==> config.mk <==
export PLATFORM = sky130hd
export DESIGN_NAME = compressor_layer_sched_flat
export DESIGN_NICKNAME = d
export VERILOG_FILES = /design/src/rtl/compressor_layer_sched_pkg.sv /design/src/rtl/compressor_layer_sched_if.sv /design/src/rtl/compressor_layer_sched_cfg_table.sv /design/src/rtl/compressor_layer_sched.sv /design/src/flat_wrapper.sv
export SDC_FILE = /design/constraint.sdc
export NUM_CORES = 1
export LEC_CHECK = 0
export CAP_MARGIN = 5
export CORE_UTILIZATION = 54
export CTS_CLUSTER_SIZE = 14
export DETAILED_ROUTE_END_ITERATION = 16
export PLACE_DENSITY = 0.76
export SETUP_SLACK_MARGIN = 0.4
export SYNTH_ARGS = -nofsm -noshare
export SYNTH_HDL_FRONTEND = slang
export SYNTH_HIERARCHICAL = 1
export SYNTH_SLANG_ARGS = --single-unit
==> constraint.sdc <==
create_clock -name clk -period 4.6 [get_ports clk]
set_input_delay 1.38 -clock clk [delete_from_list [all_inputs] [get_ports clk]]
set_output_delay 1.38 -clock clk [all_outputs]
set_load 0.01 [all_outputs]
==> src/rtl/compressor_layer_sched_pkg.sv <==
// Shared definitions for the layer scheduler: FSM encoding, bitwidth port sizing, mask helper.
// No logic of its own; imported by the table, the interface and the top.
// Helpers are constant functions so they can size ports and parameters.
package compressor_layer_sched_pkg;

  typedef enum logic [2:0] {
    ST_IDLE  = 3'd0,
    ST_LOAD  = 3'd1,
    ST_CLEAR = 3'd2,
    ST_RUN   = 3'd3,
    ST_SKIP  = 3'd4,
    ST_NEXT  = 3'd5,
    ST_FIN   = 3'd6
  } state_e;

  // Width of a bitwidth field able to hold the value MAXBITWIDTH itself.
  function automatic int bw_w(input int maxbw);
    return $clog2(maxbw) + 1;
  endfunction

  // Mask with the low 'bw' bits set; saturates to all ones at 32 and above.
  function automatic logic [31:0] mask_of(input logic [31:0] bw);
    if (bw >= 32'd32) return '1;
    return (32'd1 << bw) - 32'd1;
  endfunction

endpackage

==> src/rtl/compressor_layer_sched_if.sv <==
// Stream and static-config bundle between upstream source, scheduler and one compressor.
// Pure wiring, no latency.
// Valid/ready on the value stream; trm_* are observed only, never back-pressured here.
interface compressor_layer_sched_if
  import compressor_layer_sched_pkg::*;
#(
  parameter int MAXBITWIDTH = 16
) ();

  localparam int BW_W = bw_w(MAXBITWIDTH);

  logic                   src_valid;
  logic [MAXBITWIDTH-1:0] src_data;
  logic                   src_ready;
  logic                   cmp_rstn;
  logic [MAXBITWIDTH-1:0] cmp_mask_valid_bits;
  logic [BW_W-1:0]        cmp_bitwidth_d;
  logic [31:0]            cmp_num_of_output_values;
  logic                   cmp_rcv_valid;
  logic [MAXBITWIDTH-1:0] cmp_rcv_data;
  logic                   cmp_rcv_ready;
  logic                   cmp_trm_valid;
  logic                   cmp_trm_last;
  logic                   cmp_trm_ready;

  // Scheduler side.
  modport master (
    input  src_valid, src_data, cmp_rcv_ready,
    input  cmp_trm_valid, cmp_trm_last, cmp_trm_ready,
    output src_ready, cmp_rstn, cmp_mask_valid_bits, cmp_bitwidth_d,
    output cmp_num_of_output_values, cmp_rcv_valid, cmp_rcv_data
  );

  // Source plus compressor side.
  modport slave (
    output src_valid, src_data, cmp_rcv_ready,
    output cmp_trm_valid, cmp_trm_last, cmp_trm_ready,
    input  src_ready, cmp_rstn, cmp_mask_valid_bits, cmp_bitwidth_d,
    input  cmp_num_of_output_values, cmp_rcv_valid, cmp_rcv_data
  );

endinterface

==> src/rtl/compressor_layer_sched_cfg_table.sv <==
// Per-layer configuration register file: (bitwidth, value count) per entry.
// Write takes effect at the next clock edge; read is combinational.
// No backpressure; writes are accepted every cycle.
module compressor_cfg_table
  import compressor_layer_sched_pkg::*;
#(
  parameter int MAXBITWIDTH = 16,
  parameter int MAX_LAYERS  = 16,
  parameter int LAYER_IDX_W = $clog2(MAX_LAYERS)
) (
  input  logic                          clk,
  input  logic                          we,
  input  logic [LAYER_IDX_W-1:0]        wr_addr,
  input  logic [bw_w(MAXBITWIDTH)-1:0]  wr_bitwidth,
  input  logic [31:0]                   wr_count,
  input  logic [LAYER_IDX_W-1:0]        rd_addr,
  output logic [bw_w(MAXBITWIDTH)-1:0]  rd_bitwidth,
  output logic [31:0]                   rd_count
);

  logic [bw_w(MAXBITWIDTH)-1:0] bw_mem  [MAX_LAYERS];
  logic [31:0]                  cnt_mem [MAX_LAYERS];

  // Table contents are deliberately left unreset; software loads them before start.
  always_ff @(posedge clk) begin
    if (we) begin
      bw_mem[wr_addr]  <= wr_bitwidth;
      cnt_mem[wr_addr] <= wr_count;
    end
  end

  assign rd_bitwidth = bw_mem[rd_addr];
  assign rd_count    = cnt_mem[rd_addr];

endmodule

==> src/rtl/compressor_layer_sched.sv <==
// Walks the layer table, loads each layer's config into the compressor and meters its input stream.
// Start to first input opportunity is 2+CLEAR_CYCLES cycles; done arrives the cycle after FIN.
// Stream is a combinational pass-through during RUN, closed once the layer's count has been accepted.
module compressor_layer_sched
  import compressor_layer_sched_pkg::*;
#(
  parameter int MAXBITWIDTH  = 16,
  parameter int MAX_LAYERS   = 16,
  parameter int CLEAR_CYCLES = 2,
  parameter int LAYER_IDX_W  = $clog2(MAX_LAYERS)
) (
  input  logic                          clk,
  input  logic                          rst,
  input  logic                          cfg_we,
  input  logic [LAYER_IDX_W-1:0]        cfg_addr,
  input  logic [bw_w(MAXBITWIDTH)-1:0]  cfg_bitwidth,
  input  logic [31:0]                   cfg_count,
  input  logic [LAYER_IDX_W:0]          num_layers,
  input  logic                          start,
  output logic                          busy,
  output logic                          done,
  output logic                          layer_done,
  output logic [LAYER_IDX_W-1:0]        layer_idx,
  output logic                          cfg_err,
  compressor_layer_sched_if.master      bus
);

  localparam int BW_W = bw_w(MAXBITWIDTH);

  state_e                 state_q, state_d;
  logic [LAYER_IDX_W:0]   num_q;
  logic [LAYER_IDX_W:0]   idx_nxt;
  logic [3:0]             clr_cnt_q;
  logic [31:0]            acc_q;
  logic [BW_W-1:0]        tbl_bw;
  logic [31:0]            tbl_cnt;
  logic                   rstn_q;
  logic [MAXBITWIDTH-1:0] mask_q;
  logic [BW_W-1:0]        bw_q;
  logic [31:0]            cnt_q;
  logic                   bw_bad, last_layer, at_count, trm_end;
  logic                   run_open, rcv_valid_c, src_ready_c, rcv_fire;

  compressor_cfg_table #(
    .MAXBITWIDTH (MAXBITWIDTH),
    .MAX_LAYERS  (MAX_LAYERS),
    .LAYER_IDX_W (LAYER_IDX_W)
  ) u_table (
    .clk         (clk),
    .we          (cfg_we),
    .wr_addr     (cfg_addr),
    .wr_bitwidth (cfg_bitwidth),
    .wr_count    (cfg_count),
    .rd_addr     (layer_idx),
    .rd_bitwidth (tbl_bw),
    .rd_count    (tbl_cnt)
  );

  assign bw_bad     = (tbl_bw == '0) || (int'(tbl_bw) > MAXBITWIDTH);
  assign idx_nxt    = {1'b0, layer_idx} + (LAYER_IDX_W+1)'(1);
  assign last_layer = (idx_nxt == num_q);
  assign at_count   = (acc_q == cnt_q);
  assign trm_end    = bus.cmp_trm_valid && bus.cmp_trm_last && bus.cmp_trm_ready;

  // State register.
  always_ff @(posedge clk) begin
    if (rst) state_q <= ST_IDLE;
    else     state_q <= state_d;
  end

  // Next-state decode.
  always_comb begin
    state_d = state_q;
    case (state_q)
      ST_IDLE:  if (start) state_d = (num_layers == '0) ? ST_FIN : ST_LOAD;
      ST_LOAD:  state_d = (bw_bad || tbl_cnt == 32'd0) ? ST_SKIP : ST_CLEAR;
      ST_CLEAR: if (clr_cnt_q == 4'd0) state_d = ST_RUN;
      ST_RUN:   if (trm_end) state_d = ST_NEXT;
      ST_SKIP:  state_d = ST_NEXT;
      ST_NEXT:  state_d = last_layer ? ST_FIN : ST_LOAD;
      ST_FIN:   state_d = ST_IDLE;
      default:  state_d = ST_IDLE;
    endcase
  end

  // Stream gate: open only in RUN and only until the layer's count has been taken.
  always_comb begin
    run_open    = (state_q == ST_RUN) && !at_count;
    rcv_valid_c = run_open && bus.src_valid;
    src_ready_c = run_open && bus.cmp_rcv_ready;
    rcv_fire    = rcv_valid_c && bus.cmp_rcv_ready;
  end

  // Registered status, per-layer config and counters.
  always_ff @(posedge clk) begin
    if (rst) begin
      busy       <= 1'b0;
      done       <= 1'b0;
      layer_done <= 1'b0;
      layer_idx  <= '0;
      cfg_err    <= 1'b0;
      num_q      <= '0;
      clr_cnt_q  <= '0;
      acc_q      <= '0;
      rstn_q     <= 1'b0;
      mask_q     <= '0;
      bw_q       <= '0;
      cnt_q      <= '0;
    end else begin
      busy       <= (state_d != ST_IDLE);
      done       <= (state_q == ST_FIN);
      layer_done <= (state_q == ST_NEXT);
      case (state_q)
        ST_IDLE: if (start) begin
          num_q     <= num_layers;
          cfg_err   <= 1'b0;
          layer_idx <= '0;
        end
        ST_LOAD: begin
          bw_q      <= tbl_bw;
          mask_q    <= MAXBITWIDTH'(mask_of(32'(tbl_bw)));
          cnt_q     <= tbl_cnt;
          acc_q     <= '0;
          clr_cnt_q <= 4'(CLEAR_CYCLES - 1);
          if (bw_bad) cfg_err <= 1'b1;
        end
        ST_CLEAR: if (clr_cnt_q != 4'd0) clr_cnt_q <= clr_cnt_q - 4'd1;
        ST_RUN:   if (rcv_fire) acc_q <= acc_q + 32'd1;
        ST_NEXT:  if (!last_layer) layer_idx <= idx_nxt[LAYER_IDX_W-1:0];
        default: ;
      endcase
      // Compressor stays out of reset through NEXT/LOAD/SKIP so the reset window is exactly CLEAR.
      case (state_d)
        ST_RUN:                     rstn_q <= 1'b1;
        ST_CLEAR, ST_FIN, ST_IDLE:  rstn_q <= 1'b0;
        default: ;
      endcase
    end
  end

  assign bus.cmp_rstn                 = rstn_q;
  assign bus.cmp_mask_valid_bits      = mask_q;
  assign bus.cmp_bitwidth_d           = bw_q;
  assign bus.cmp_num_of_output_values = cnt_q;
  assign bus.cmp_rcv_valid            = rcv_valid_c;
  assign bus.cmp_rcv_data             = bus.src_data;
  assign bus.src_ready                = src_ready_c;

endmodule

==> src/flat_wrapper.sv <==
// flat-port wrapper written by rule: the top's interface ports become plain ports
module compressor_layer_sched_flat import compressor_layer_sched_pkg::*;
#(
  parameter int MAXBITWIDTH  = 16,
  parameter int MAX_LAYERS   = 16,
  parameter int CLEAR_CYCLES = 2,
  parameter int LAYER_IDX_W  = $clog2(MAX_LAYERS)
)
  (clk, rst, cfg_we, cfg_addr, cfg_bitwidth, cfg_count, num_layers, start, busy, done, layer_done, layer_idx, cfg_err, bus_src_valid, bus_src_data, bus_cmp_rcv_ready, bus_cmp_trm_valid, bus_cmp_trm_last, bus_cmp_trm_ready, bus_src_ready, bus_cmp_rstn, bus_cmp_mask_valid_bits, bus_cmp_bitwidth_d, bus_cmp_num_of_output_values, bus_cmp_rcv_valid, bus_cmp_rcv_data);
  compressor_layer_sched_if #(.MAXBITWIDTH(MAXBITWIDTH)) bus_i ();
  input  logic clk;
  input  logic rst;
  input  logic cfg_we;
  input  logic [LAYER_IDX_W-1:0] cfg_addr;
  input  logic [bw_w(MAXBITWIDTH)-1:0] cfg_bitwidth;
  input  logic [31:0] cfg_count;
  input  logic [LAYER_IDX_W:0] num_layers;
  input  logic start;
  output logic busy;
  output logic done;
  output logic layer_done;
  output logic [LAYER_IDX_W-1:0] layer_idx;
  output logic cfg_err;
  input wire logic [$bits(bus_i.src_valid)-1:0] bus_src_valid;
  input wire logic [$bits(bus_i.src_data)-1:0] bus_src_data;
  input wire logic [$bits(bus_i.cmp_rcv_ready)-1:0] bus_cmp_rcv_ready;
  input wire logic [$bits(bus_i.cmp_trm_valid)-1:0] bus_cmp_trm_valid;
  input wire logic [$bits(bus_i.cmp_trm_last)-1:0] bus_cmp_trm_last;
  input wire logic [$bits(bus_i.cmp_trm_ready)-1:0] bus_cmp_trm_ready;
  output wire logic [$bits(bus_i.src_ready)-1:0] bus_src_ready;
  output wire logic [$bits(bus_i.cmp_rstn)-1:0] bus_cmp_rstn;
  output wire logic [$bits(bus_i.cmp_mask_valid_bits)-1:0] bus_cmp_mask_valid_bits;
  output wire logic [$bits(bus_i.cmp_bitwidth_d)-1:0] bus_cmp_bitwidth_d;
  output wire logic [$bits(bus_i.cmp_num_of_output_values)-1:0] bus_cmp_num_of_output_values;
  output wire logic [$bits(bus_i.cmp_rcv_valid)-1:0] bus_cmp_rcv_valid;
  output wire logic [$bits(bus_i.cmp_rcv_data)-1:0] bus_cmp_rcv_data;
  assign bus_i.src_valid = bus_src_valid;
  assign bus_i.src_data = bus_src_data;
  assign bus_i.cmp_rcv_ready = bus_cmp_rcv_ready;
  assign bus_i.cmp_trm_valid = bus_cmp_trm_valid;
  assign bus_i.cmp_trm_last = bus_cmp_trm_last;
  assign bus_i.cmp_trm_ready = bus_cmp_trm_ready;
  assign bus_src_ready = bus_i.src_ready;
  assign bus_cmp_rstn = bus_i.cmp_rstn;
  assign bus_cmp_mask_valid_bits = bus_i.cmp_mask_valid_bits;
  assign bus_cmp_bitwidth_d = bus_i.cmp_bitwidth_d;
  assign bus_cmp_num_of_output_values = bus_i.cmp_num_of_output_values;
  assign bus_cmp_rcv_valid = bus_i.cmp_rcv_valid;
  assign bus_cmp_rcv_data = bus_i.cmp_rcv_data;
  compressor_layer_sched #(.MAXBITWIDTH(MAXBITWIDTH), .MAX_LAYERS(MAX_LAYERS), .CLEAR_CYCLES(CLEAR_CYCLES), .LAYER_IDX_W(LAYER_IDX_W)) u_core (.clk(clk), .rst(rst), .cfg_we(cfg_we), .cfg_addr(cfg_addr), .cfg_bitwidth(cfg_bitwidth), .cfg_count(cfg_count), .num_layers(num_layers), .start(start), .busy(busy), .done(done), .layer_done(layer_done), .layer_idx(layer_idx), .cfg_err(cfg_err), .bus(bus_i));
endmodule
==> results.json <==
{
  "status": "finished, final reports clean",
  "grt.overflow.total": 0,
  "core_um2": 50300,
  "die_y_um": 228,
  "wl_per_cell_um": 26.0,
  "clock.fmax_mhz": 246,
  "post_cts_buffers": 0,
  "fin_setup_tns_ps": 0,
  "rows": 82,
  "cts_tree": "done",
  "powerDensity_nw_per_um2": 421,
  "synth_seq_area_share_pct": 72.2,
  "use_met2_pct": 40.0,
  "rr_endpoint": "u_core/bus.cmp_mask_valid_bits[10]",
  "fin_util_pct": 63.4,
  "gp_congestion": 0.883,
  "period_minus_slack_ps": 4060,
  "syn-num-nets": 1686,
  "port_buffers": 118,
  "gr-usage-met1_pct": 34.0,
  "dp.cells": 2339,
  "rsz0062_at_grt": "true",
  "clk_pin_slew_ps": 60,
  "required_ps": 3220,
  "fill_cells": 3377,
  "maxSlewViolCount": 0,
  "grt_pass1_wl_mm": 96.3,
  "path_max_fanout": 6,
  "worst_skew_pair.late_latency_ps": 600,
  "synth_flop_cell": "edfxtp_1",
  "relSlewSlack_pct": 31.1,
  "synthArstFlopShare_pct": 0,
  "final_common_cell": "edfxtp_1",
  "vias": 15400,
  "setup_viol_count_final": 0,
  "drv_cap": 0,
  "hold_viol_final": 0,
  "synth_edf_count": 592,
  "hold_class": "flip-flop to flip-flop",
  "final_nets": 1814,
  "stdcell_count": 2456,
  "die-area_um2": 51900,
  "use_met3_pct": 5.48,
  "antenna_found_initial": 2,
  "diodes": 0,
  "initial_core_util_pct": 54.8,
  "worst-r2r-setup-slack_ps": 690,
  "stdcell_area_um2": 31900,
  "syn_inst": 1610,
  "place_area_um2": 29600,
  "hpwl_mm": 37.2,
  "ys_warn_count": 6,
  "grt_use_total_pct": 24.9,
  "period_share_pct": 88.2,
  "antenna_left": 0,
  "r2r_start": "u_core/layer_idx[0]",
  "start_kind": "flip-flop",
  "route.detailed.drc": 0,
  "cts_hold_buf": 0,
  "layout-drive-gt1-share_pct": 18.9,
  "hold_start": "u_core/bus.cmp_mask_valid_bits[0]",
  "die_w_um": 228,
  "routed_via_density": 6.28,
  "grt_max_degree": 53,
  "holdPathEnd": "u_core/bus.cmp_mask_valid_bits[0]",
  "cts-htree-levels": 3,
  "drt_wl_total_mm": 64.0,
  "hold_path_depth": 2,
  "crit_type": "flip-flop to primary output",
  "cts_buffers": 69,
  "endpoint_kind": "primary output",
  "grt_busiest_layer": "met2",
  "drtIter0Drc": 1860,
  "ys_seq_elements": 698,
  "syn_area_per_cell_um2": 17.1,
  "synth_cell_types": 60,
  "skew_ps": 25.1,
  "cts_resized": 1,
  "drt-pass1-iter-count": 5,
  "areaGrowthSynthToFinish_pct": 15.7,
  "cts_buffer_depth": 3,
  "peakVddDrop_mv": 0.234,
  "cp.arrival_ps": 2680,
  "netlist_area_um2": 27500,
  "r2r_cells": 11,
  "clockRootBuffer": "clkbuf_16",
  "first_global_vias": 15600,
  "layout_common_cells": "edfxtp_1 (592), nand2_1 (165), mux4_2 (148)",
  "tightestPinTransition_ps": 1030,
  "io_pins": 151,
  "leakage_nw": 10.1,
  "place_ws_ps": 453,
  "cts.sinks": 698,
  "setup_ws_ps": 542
}
==> stage by stage <==
stage | hold WS [ps] | power [mW]
floorplan | 448 | 7.64
detailed placement | 455 | 8.00
global placement | 449 | 7.96
CTS | 463 | 13.5
finish | 462 | 13.4
global route | 480 | 13.8
==> final cells by class <==
cell class                      instances  area (um2)  area share [%]
Clock inverter                         31         297           0.931
Clock buffer                           86        1930            6.05
Multi-Input combinational cell        797        7240            22.7
Tap cell                              672         841            2.64
Timing Repair Buffer                  165        1630            5.11
Inverter                                7        26.3          0.0825
Sequential cell                       698       19900            62.5
==> synth_stat cells (3+ instances only) <==
cell      instances  area share [%]
xor2_1           35             1.1
nand4_1          10            0.23
a22oi_1          74             2.0
nand3_1          24            0.44
inv_1             7           0.095
xnor2_1          19            0.60
nor3_1           17            0.31
edfxtp_1        592              65
buf_4            24            0.65
o21a_1            4            0.11
nor2b_1           4           0.091
buf_6             8            0.33
o211ai_1          3           0.082
nor2_1           83             1.1
a21boi_0          4            0.11
o21ai_0          17            0.31
nor4_1           19            0.43
buf_2            10            0.18
dfxtp_1         106             7.7
mux2i_1           6            0.22
buf_1            16            0.22
nand2b_1          3           0.068
ha_1              5            0.23
nand2_1         167             2.3
a31o_2            6            0.19
mux4_2          148              12
or3_1            11            0.25
and4_1            3           0.095
nand3b_1          5            0.14
a21oi_1          77             1.4
a211oi_1          7            0.19
clkbuf_1         50            0.68
a311oi_1          3           0.095
and3_1            6            0.14
and2_1            5            0.11
==> how the worst max path moves through the flow <==
stage	endpoint	cells after the start	start	slack, ps
floorplan	u_core/u_table/bw_mem[1][0]	2	cfg_addr[3]	700
global placement	u_core/bus.cmp_rstn	12	u_core/layer_idx[0]	500
detailed placement	u_core/bus.cmp_rstn	12	u_core/layer_idx[0]	450
CTS	u_core/bus.cmp_rstn	11	u_core/layer_idx[0]	490
global route	u_core/bus.cmp_mask_valid_bits[10]	11	u_core/layer_idx[0]	390
finish	bus_cmp_rcv_valid	6	u_core/acc_q[15]	540
==> cell families (layout without fill, tap and decap cells) <==
logic type	count (synthesis)	count (layout)	synth area share, %
mux	155	155	12.4
simple gates	370	370	6.15
fa+ha+maj	5	5	0.227
xor+xnor	54	54	1.72
flops	698	698	72.2
buf+inv	115	289	2.16
compound gates	213	213	5.14
==> registers in the layout, summed over array words and instances, names as in the netlist, 5 cells and up <==
signal,cells
u_core/bus.cmp_mask_valid_bits,16
u_core/u_table/cnt_mem,512
u_core/num_q,5
u_core/acc_q,32
u_core/bus.cmp_num_of_output_values,32
u_core/u_table/bw_mem,80
u_core/bus.cmp_bitwidth_d,5
==> worst max-delay path: stages (launching register included) <==
cell,delay [ps]
dfxtp_1,380
xor2_1,180
nor4_1,390
nand4_1,250
o21a_1,250
and2_1,160
clkdlybuf4s50_1,470
==> power by group <==
group	internal (mW)	leakage [nW]	switching (mW)
Sequential	7.03	6.21	0.0984
Combinational	0.305	2.80	0.439
Clock	3.29	1.08	2.25
==> routing by layer <==
metal	up-vias	part of all wire, %
li1	6596	-
met1	7897	40
met2	802	49
met3	114	8.9
met4	4	2.4
met5	-	0.042
Note: power is estimated with default switching activity, not from simulation.
